[config.mk]
export PLATFORM = sky130hd
export DESIGN_NAME = frame_capture_flat
export DESIGN_NICKNAME = d
export VERILOG_FILES = /design/src/rtl/frame_capture_if.sv /design/src/rtl/frame_capture.sv /design/src/flat_wrapper.sv
export SDC_FILE = /design/constraint.sdc
export NUM_CORES = 1
export LEC_CHECK = 0
export ABC_AREA = 1
export CAP_MARGIN = 25
export CELL_PAD_IN_SITES_DETAIL_PLACEMENT = 1
export CELL_PAD_IN_SITES_GLOBAL_PLACEMENT = 2
export CORE_MARGIN = 1
export CORE_UTILIZATION = 29
export DETAILED_ROUTE_END_ITERATION = 8
export PLACE_DENSITY_LB_ADDON = 0.08
export SLEW_MARGIN = 0
export SYNTH_ARGS = -nofsm -noshare
export SYNTH_HDL_FRONTEND = slang
export SYNTH_SLANG_ARGS = --single-unit
[constraint.sdc]
create_clock -name clock -period 1.9 [get_ports clock]
set_input_delay 0.38 -clock clock [delete_from_list [all_inputs] [get_ports clock]]
set_output_delay 0.38 -clock clock [all_outputs]
set_load 0.01 [all_outputs]
[src/rtl/frame_capture_if.sv]
// Handshake, pixel-stream and frame-buffer write signals shared between
// frame_capture (master side) and its environment (slave side).
interface frame_capture_if #(
    parameter int ADDR_WIDTH = 15
);
    logic                  capture;
    logic                  busy;
    logic                  done;
    logic                  start;
    logic                  start_ack;
    logic                  valid;
    logic                  ready;
    logic [7:0]            pixel;
    logic                  mem_busy;
    logic                  wr_en;
    logic [ADDR_WIDTH-1:0] wr_addr;
    logic [7:0]            wr_data;

    modport master (
        input  capture, start_ack, valid, pixel, mem_busy,
        output busy, done, start, ready, wr_en, wr_addr, wr_data
    );

    modport slave (
        output capture, start_ack, valid, pixel, mem_busy,
        input  busy, done, start, ready, wr_en, wr_addr, wr_data
    );
endinterface

[src/rtl/frame_capture.sv]
// Requests one frame from the pixel source, consumes the full stream and
// writes the centred IMG_WIDTH x IMG_HEIGHT window row-major to a frame buffer.
module frame_capture #(
    parameter int OUT_WIDTH  = 800,
    parameter int OUT_HEIGHT = 600,
    parameter int IMG_WIDTH  = 200,
    parameter int IMG_HEIGHT = 150,
    parameter int ADDR_WIDTH = 15
) (
    input  logic           clock,
    input  logic           reset,
    frame_capture_if.master bus
);

    localparam logic [9:0] X0       = 10'((OUT_WIDTH - IMG_WIDTH) / 2);
    localparam logic [9:0] Y0       = 10'((OUT_HEIGHT - IMG_HEIGHT) / 2);
    localparam logic [9:0] X_LAST   = 10'(((OUT_WIDTH - IMG_WIDTH) / 2) + IMG_WIDTH - 1);
    localparam logic [9:0] Y_LAST   = 10'(((OUT_HEIGHT - IMG_HEIGHT) / 2) + IMG_HEIGHT - 1);
    localparam logic [9:0] COL_LAST = 10'(OUT_WIDTH - 1);
    localparam logic [9:0] ROW_LAST = 10'(OUT_HEIGHT - 1);

    // Illegal parameter combinations are rejected at elaboration.
    if ((2 ** ADDR_WIDTH) < (IMG_WIDTH * IMG_HEIGHT)) begin : g_addr_check
        $error("frame_capture: ADDR_WIDTH too small for the capture window");
    end
    if ((OUT_WIDTH > 1023) || (OUT_HEIGHT > 1023)) begin : g_size_check
        $error("frame_capture: stream dimensions exceed 10-bit counters");
    end
    if ((IMG_WIDTH > OUT_WIDTH) || (IMG_HEIGHT > OUT_HEIGHT)) begin : g_win_check
        $error("frame_capture: window larger than stream frame");
    end

    typedef enum logic [2:0] {
        IDLE = 3'd0,
        REQ  = 3'd1,
        REL  = 3'd2,
        RECV = 3'd3,
        DONE = 3'd4
    } state_t;

    state_t                state_r;
    logic                  busy_r;
    logic                  done_r;
    logic                  start_r;
    logic                  wr_en_r;
    logic [ADDR_WIDTH-1:0] wr_addr_r;
    logic [7:0]            wr_data_r;
    logic [9:0]            col_r;
    logic [9:0]            row_r;
    logic [ADDR_WIDTH-1:0] win_idx_r;

    logic                  ready_s;
    logic                  accept_s;
    logic                  in_window_s;
    logic                  last_beat_s;

    // Sink readiness: only while receiving, and only when the buffer can take a write.
    // A write registered from the previous accept still drains while mem_busy blocks
    // the next accept, so no data is lost.
    always_comb begin
        ready_s = 1'b0;
        if (state_r == RECV) begin
            ready_s = ~bus.mem_busy;
        end else begin
            ready_s = 1'b0;
        end
    end

    // Beat classification against the current stream position.
    always_comb begin
        accept_s    = bus.valid & ready_s;
        in_window_s = (col_r >= X0) && (col_r <= X_LAST) &&
                      (row_r >= Y0) && (row_r <= Y_LAST);
        last_beat_s = (col_r == COL_LAST) && (row_r == ROW_LAST);
    end

    // Control FSM, stream position counters and registered write port.
    always_ff @(posedge clock or posedge reset) begin
        if (reset) begin
            state_r   <= IDLE;
            busy_r    <= 1'b0;
            done_r    <= 1'b0;
            start_r   <= 1'b0;
            wr_en_r   <= 1'b0;
            wr_addr_r <= '0;
            wr_data_r <= 8'd0;
            col_r     <= 10'd0;
            row_r     <= 10'd0;
            win_idx_r <= '0;
        end else begin
            wr_en_r <= 1'b0;
            done_r  <= 1'b0;
            case (state_r)
                IDLE: begin
                    if (bus.capture) begin
                        state_r <= REQ;
                        busy_r  <= 1'b1;
                        start_r <= 1'b1;
                    end else begin
                        state_r <= IDLE;
                    end
                end
                REQ: begin
                    if (bus.start_ack) begin
                        state_r <= REL;
                        start_r <= 1'b0;
                    end else begin
                        state_r <= REQ;
                    end
                end
                // The source begins its frame on the falling edge of start_ack.
                REL: begin
                    if (!bus.start_ack) begin
                        state_r   <= RECV;
                        col_r     <= 10'd0;
                        row_r     <= 10'd0;
                        win_idx_r <= '0;
                        wr_addr_r <= '0;
                    end else begin
                        state_r <= REL;
                    end
                end
                RECV: begin
                    if (accept_s) begin
                        if (in_window_s) begin
                            wr_en_r   <= 1'b1;
                            wr_data_r <= bus.pixel;
                            wr_addr_r <= win_idx_r;
                            win_idx_r <= win_idx_r + 1'b1;
                        end
                        if (col_r == COL_LAST) begin
                            col_r <= 10'd0;
                            row_r <= row_r + 10'd1;
                        end else begin
                            col_r <= col_r + 10'd1;
                        end
                        if (last_beat_s) begin
                            state_r <= DONE;
                            done_r  <= 1'b1;
                        end
                    end
                end
                DONE: begin
                    state_r <= IDLE;
                    busy_r  <= 1'b0;
                end
                default: begin
                    state_r <= IDLE;
                    busy_r  <= 1'b0;
                    start_r <= 1'b0;
                end
            endcase
        end
    end

    assign bus.busy    = busy_r;
    assign bus.done    = done_r;
    assign bus.start   = start_r;
    assign bus.ready   = ready_s;
    assign bus.wr_en   = wr_en_r;
    assign bus.wr_addr = wr_addr_r;
    assign bus.wr_data = wr_data_r;

endmodule

[src/flat_wrapper.sv]
// flat-port wrapper written by rule: the top's interface ports become plain ports
module frame_capture_flat 
#(
    parameter int OUT_WIDTH  = 800,
    parameter int OUT_HEIGHT = 600,
    parameter int IMG_WIDTH  = 200,
    parameter int IMG_HEIGHT = 150,
    parameter int ADDR_WIDTH = 15
)
  (clock, reset, bus_capture, bus_start_ack, bus_valid, bus_pixel, bus_mem_busy, bus_busy, bus_done, bus_start, bus_ready, bus_wr_en, bus_wr_addr, bus_wr_data);
  frame_capture_if #(.ADDR_WIDTH(ADDR_WIDTH)) bus_i ();
  input  logic clock;
  input  logic reset;
  input wire logic [$bits(bus_i.capture)-1:0] bus_capture;
  input wire logic [$bits(bus_i.start_ack)-1:0] bus_start_ack;
  input wire logic [$bits(bus_i.valid)-1:0] bus_valid;
  input wire logic [$bits(bus_i.pixel)-1:0] bus_pixel;
  input wire logic [$bits(bus_i.mem_busy)-1:0] bus_mem_busy;
  output wire logic [$bits(bus_i.busy)-1:0] bus_busy;
  output wire logic [$bits(bus_i.done)-1:0] bus_done;
  output wire logic [$bits(bus_i.start)-1:0] bus_start;
  output wire logic [$bits(bus_i.ready)-1:0] bus_ready;
  output wire logic [$bits(bus_i.wr_en)-1:0] bus_wr_en;
  output wire logic [$bits(bus_i.wr_addr)-1:0] bus_wr_addr;
  output wire logic [$bits(bus_i.wr_data)-1:0] bus_wr_data;
  assign bus_i.capture = bus_capture;
  assign bus_i.start_ack = bus_start_ack;
  assign bus_i.valid = bus_valid;
  assign bus_i.pixel = bus_pixel;
  assign bus_i.mem_busy = bus_mem_busy;
  assign bus_busy = bus_i.busy;
  assign bus_done = bus_i.done;
  assign bus_start = bus_i.start;
  assign bus_ready = bus_i.ready;
  assign bus_wr_en = bus_i.wr_en;
  assign bus_wr_addr = bus_i.wr_addr;
  assign bus_wr_data = bus_i.wr_data;
  frame_capture #(.OUT_WIDTH(OUT_WIDTH), .OUT_HEIGHT(OUT_HEIGHT), .IMG_WIDTH(IMG_WIDTH), .IMG_HEIGHT(IMG_HEIGHT), .ADDR_WIDTH(ADDR_WIDTH)) u_core (.clock(clock), .reset(reset), .bus(bus_i));
endmodule
# After elaboration in Yosys (flattened, before gate mapping)

Index checks and enable logic that the tools add are counted.
W data, S select, Z words.

Equality and inequality tests: 13
Bitwise logic cells: 4
Magnitude comparators: 4
Reduce and logical (&&, ||, !) cells: 15
Muxes and demuxes: 31
Add/sub/neg operators: 3

Operators by type and width:

| operator                | count |
|---|---|
| $mux W15                | 5 |
| $pmux W15 S2            | 2 |
| $mux W10                | 5 |
| $pmux W10 S2            | 2 |
| $add A10 B1 Y10 const B | 2 |
| $eq A10 B10 Y1 const B  | 2 |
| $le A10 B9 Y1 const B   | 2 |
| $add A15 B1 Y15 const B | 1 |
| $pmux W3 S4             | 1 |
| $mux W1                 | 11 |
| $ge A10 B8 Y1 const B   | 1 |
| $ge A10 B9 Y1 const B   | 1 |
| $reduce_and A3 Y1       | 3 |
| $ne A2 B2 Y1 const B    | 4 |
| $reduce_and A4 Y1       | 2 |
| $eq A3 B2 Y1 const B    | 2 |
| $mux W3                 | 2 |
| $ne A2 B1 Y1 const B    | 3 |
| $reduce_or A3 Y1        | 2 |
| $logic_and A1 B1 Y1     | 4 |
| $reduce_and A2 Y1       | 2 |
| $eq A3 B1 Y1 const B    | 1 |
| $eq A3 B3 Y1 const B    | 1 |
| $logic_not A3 Y1        | 1 |
| 6 further kinds         | 8 |

Word-level logic and storage cells: 80
Register bits after elaboration: 65
Input bits: 14
Output and inout port bits: 28

# Logic depth before layout (Yosys ltp)

Gate-level depths: netlist of the first run.

Depth in word-level cells: 7
Depth in mapped cells: 12
Gate-level depth less buffers: 11

# Worst setup path after synthesis of the first run

OpenSTA, ideal clock, no wires.

Kind: reg-to-reg
Start: register u_core.state_r[2]
End: register u_core.row_r[5]
Buffers on the path: 1
Setup time: 0.124 ns
Clock period less this slack: 1.668 ns
Stages on the path, launching flop included: 10
Data required time: 1.776 ns
Arrival time: 1.544 ns
Setup slack: 0.232 ns
Path through: dfrtp_1 inv_1 nand3_1 nor2_2 nand4_1 nand2_2 inv_1 buf_6 nand2_1 o21ai_1

Word-level cells in the longest chain between the ends: 5
Elaborated cells between the ends (all ways): 10
Classes of those cells: eq/ne (5); mux (2); bitwise (1); reduce/logical (2)

RTL lines:

| element                            | line                 | source |
|---|---|---|
| start, declared                    | frame_capture.sv:41  | `state_t state_r;` |
| start signal, assigned             | frame_capture.sv:80  | `state_r <= IDLE;` |
| start signal, assigned             | frame_capture.sv:96  | `state_r <= REQ;` |
| start signal, assigned             | frame_capture.sv:100 | `state_r <= IDLE;` |
| $eq A3 B2 Y1                       | frame_capture.sv:62  | `if (state_r == RECV) begin` |
| $mux W1                            | frame_capture.sv:62  |  |
| via bus_ready                      | flat_wrapper.sv:22   | `output wire logic [$bits(bus_i.ready)-1:0] bus_ready;` |
| $and A1 B1 Y1                      | frame_capture.sv:71  | `accept_s = bus.valid & ready_s;` |
| $ne A2 B1 Y1 (no source line)      | n/a                  |  |
| $reduce_and A4 Y1 (no source line) | n/a                  |  |
| end signal, assigned               | frame_capture.sv:133 | `row_r <= row_r + 10'd1;` |
| end, declared                      | frame_capture.sv:49  | `logic [9:0] row_r;` |

The timed path passes the listed nets, and every way through them passes these cells.
A chain may end at the register's enable or synchronous reset.

# Final worst setup path of the first run

Start: register u_core.state_r[2]
End: register u_core.wr_data_r[5], in the netlist u_core.bus.wr_data[5]

Word-level cells in the longest chain between the ends: 4

RTL lines:

| element                                | line                                     | source |
|---|---|---|
| $eq A3 B2 Y1 (*)                       | frame_capture.sv:62, frame_capture.sv:93 |  |
| $mux W1                                | frame_capture.sv:62                      |  |
| $and A1 B1 Y1                          | frame_capture.sv:71                      |  |
| $reduce_and A3 Y1 (no source line) (*) | n/a                                      |  |
| end signal, assigned                   | frame_capture.sv:127                     | `wr_data_r <= bus.pixel;` |
| end, declared                          | frame_capture.sv:47                      | `logic [7:0] wr_data_r;` |

Mark *: on every way between the ends. The rest lies on a longest branch, timed or not.

==> results.py, run 1 <==
metrics = {
    "run_status": {
        "status": "finished with violations",
        "violations": "DRC",
    },
    "timing": {
        "period_share_pct": 91.0,
        "fin_skew_ns": 0.00271,
        "rsz0062_at_grt": "no",
        "hold_viol": 0,
        "min_period_ns": 1.73,
        "setup_ws_ns": 0.171,
        "worst_pin_slew_ns": 0.509,
        "slew_viol_final": 0,
        "relSlewSlack_pct": 65.8,
        "finalSetupViolations": 0,
        "timing.hold.ws_ns": 0.334,
        "timing.setup.tns_ns": 0,
        "fmax_mhz": 578,
    },
    "placed_design": {
        "placed_cell_area_um2": 4160,
        "place_congestion": 0.762,
        "place_hpwl_mm": 6.79,
        "place_ws_ns": -0.0774,
        "io_buffers": 41,
    },
    "layout": {
        "diodes": 0,
        "num-nets-final": 537,
        "register_area_um2": 1630,
        "multi_input_area_um2": 1620,
        "fill_cells": 1408,
        "area_delta_synth_final_pct": 29.1,
        "final_common_cell": "nand2_1",
        "layout_common_cells": "nand2_1, nand3_1, dfrtp_1",
        "drive_above_1_share_pct": 10.2,
        "fin_area_um2": 4470,
    },
    "yosys": {
        "netlist_area_um2": 3470,
        "syn_nets": 479,
        "syn_area_per_cell_um2": 7.57,
        "seq_area_frac_synth_pct": 46.9,
        "yosys_warnings": 0,
        "ys_seq_elements": 65,
        "synth_cells": 458,
        "synth.distinct_cells": 29,
    },
    "critical_path": {
        "crit_arrival_ns": 2.00,
        "path_class": "reg2reg",
        "critPathBufInv": 3,
        "cp_cell_sequence": "buf_4, nor2_4, nand3_1, nor2_1, nand2_1, nor2_2, nand2_1, buf_4, inv_2, nand2_1, nand2_1",
        "critical_path.top_delay_family": "simple AND/OR/NAND/NOR gates",
        "cp-end-kind": "register",
        "critPathLaunchType": "register",
        "max_stage_delay_ns": 0.39,
        "required_ns": 2.17,
        "cp_max_fo": 16,
        "rrSetupSlack_ns": 0.17,
        "crit_path_frequent_cell": "nand2_1",
        "cpMaxStageDelayCell": "dfrtp_1",
    },
    "clock_tree": {
        "clk_pin_slew_ns": 0.05,
        "cts_hold_buffers": 0,
        "cts.sinks": 65,
        "clk_latency_ns": 0.33,
        "root_buffer": "clkbuf_16",
        "cts_tree": "yes",
        "cts_max_level": 3,
        "clk_path_buf_depth": 2,
        "numCtsBuffers": 9,
    },
    "pwr": {
        "ir_worst_vdd_mv": 0.421,
        "p_per_area_nw_per_um2": 863,
        "report.power.total_uw": 3860,
        "p_leak_uw": 0.00211,
    },
    "grt": {
        "grt_pass1_vias": 3317,
        "grt_max_degree": 35,
        "grt_pass1_wl_mm": 17.0,
        "grtUsageTotal_pct": 17.5,
        "grt_overflow": 0,
        "antenna_found_initial": 0,
    },
    "worst_hold_path": {
        "holdCritPathClass": "in2async",
    },
    "die": {
        "die_w_um": 111,
        "start_util_pct": 30.1,
        "die-area_um2": 12400,
        "rows": 39,
        "die_h_um": 111,
        "io_pins": 42,
        "core-area_um2": 11500,
    },
    "routing": {
        "wl_per_cell_um": 14.7,
        "routed_wl_mm": 9.72,
        "vias_per_cell": 4.80,
        "drtIter0Drc": 157,
        "via_count": 3185,
        "drt_drc_violations_left": 8,
        "ant_nets": 0,
        "dr.pass1.iters": 6,
    },
    "flow_run": {
        "maxCapViolCount": 0,
    },
}
## what timing repair did
item                                    4_1_cts  5_1_grt
pin swaps                                     0        1
endpoints found under the setup margin        1       20
setup buffers                                 1        0
gates resized for setup                       4        8
## registers in the layout, summed over array words and instances, names as in the netlist, 3 cells and up
register / flops
u_core.row_r: 10
u_core.state_r: 3
u_core.win_idx_r: 15
u_core.col_r: 10
u_core.bus.wr_addr: 15
u_core.bus.wr_data: 8
## metal layers
layer / GRT usage [%] / vias up / part of all wire [%]
met5: 0 / - / 0
li1: - / 1611 / -
met2: 27.9 / 50 / 45
met4: 4.59 / 0 / 0.81
met1: 23.2 / 1517 / 51
met3: 5.03 / 7 / 3.6
## power breakdown
| part | leakage [uW] | internal (uW) | switching, uW | total (uW) |
|---|---|---|---|---|
| combinational | 0.00108 | 271 | 483 | 754 |
| clock | 0.000138 | 980 | 602 | 1580 |
| sequential | 0.000894 | 1460 | 69.1 | 1530 |
## Yosys cell counts (all sizes together)
master | count | area (um^2)
a21o | 1 | 7.51
a21oi | 12 | 60.1
a31oi | 1 | 6.26
and3 | 1 | 6.26
buf | 9 | 62.6
clkbuf | 8 | 30.0
dfrtp | 65 | 1630
ha | 7 | 87.6
inv | 40 | 150
nand2 | 125 | 472
nand3 | 80 | 400
nand3b | 5 | 37.5
nand4 | 11 | 68.8
nor2 | 52 | 208
nor3 | 8 | 40.0
nor3b | 1 | 7.51
nor4 | 1 | 6.26
o211ai | 1 | 7.51
o21ai | 21 | 105
or2 | 1 | 6.26
xnor2 | 1 | 8.76
xor2 | 7 | 61.3
## kinds of logic (layout without fill, tap and decap cells)
group                    count (synthesis)  in the layout  share of synthesized area (%)
flip-flops                              65             65                           46.9
XOR/XNOR                                 8              8                           2.02
buffers and inverters                   57            119                           7.00
adder cells (fa/ha/maj)                  7              7                           2.53
AND/OR/NAND/NOR                        285            285                           36.1
AO/OA/AOI/OAI                           36             36                           5.38
## layout make-up
class	instances	share of cell area, %
flip-flops and latches	65	36.4
multi-input cells	336	36.3
repair buffers	64	13.6
clock buffers	13	6.04
well taps	143	4.00
inverters	40	3.44
clock inverters	2	0.280
## through the flow
step / utilization [%] / instances
final: 38.8 / 663
after global routing: 38.8 / 663
after CTS: 38.7 / 663
after detailed placement: 36.1 / 647
after global placement: 36.1 / 647
after floorplan: - / 458
## worst paths after layout
path / from / end / cells past startpoint
setup / recovery: u_core.state_r[2]$_DFFE_PP0P_ / u_core.bus.wr_data[5]$_DFFE_PP0P_ / 11
hold / removal: reset / u_core.row_r[5]$_DFFE_PP0P_ / 2
setup reg to reg: u_core.state_r[2]$_DFFE_PP0P_ / u_core.bus.wr_data[5]$_DFFE_PP0P_ / 11
hold reg to reg: u_core.bus.wr_data[2]$_DFFE_PP0P_ / u_core.bus.wr_data[2]$_DFFE_PP0P_ / 2
max in group asynchronous: reset / u_core.col_r[9]$_DFFE_PP0P_ / 3
min in group clock: u_core.bus.wr_data[2]$_DFFE_PP0P_ / u_core.bus.wr_data[2]$_DFFE_PP0P_ / 2
(Power assumes the default switching activity.)
==> run 2, diff against run 1 <==
--- a/config.mk
+++ b/config.mk
@@ -13,7 +13,7 @@
 export CORE_UTILIZATION = 29
 export DETAILED_ROUTE_END_ITERATION = 8
 export PLACE_DENSITY_LB_ADDON = 0.08
-export SLEW_MARGIN = 0
+export SLEW_MARGIN = 20
 export SYNTH_ARGS = -nofsm -noshare
 export SYNTH_HDL_FRONTEND = slang
 export SYNTH_SLANG_ARGS = --single-unit
==> results of run 2 <==
No change in the layout: final DEF, timing and power equal those of run 1.
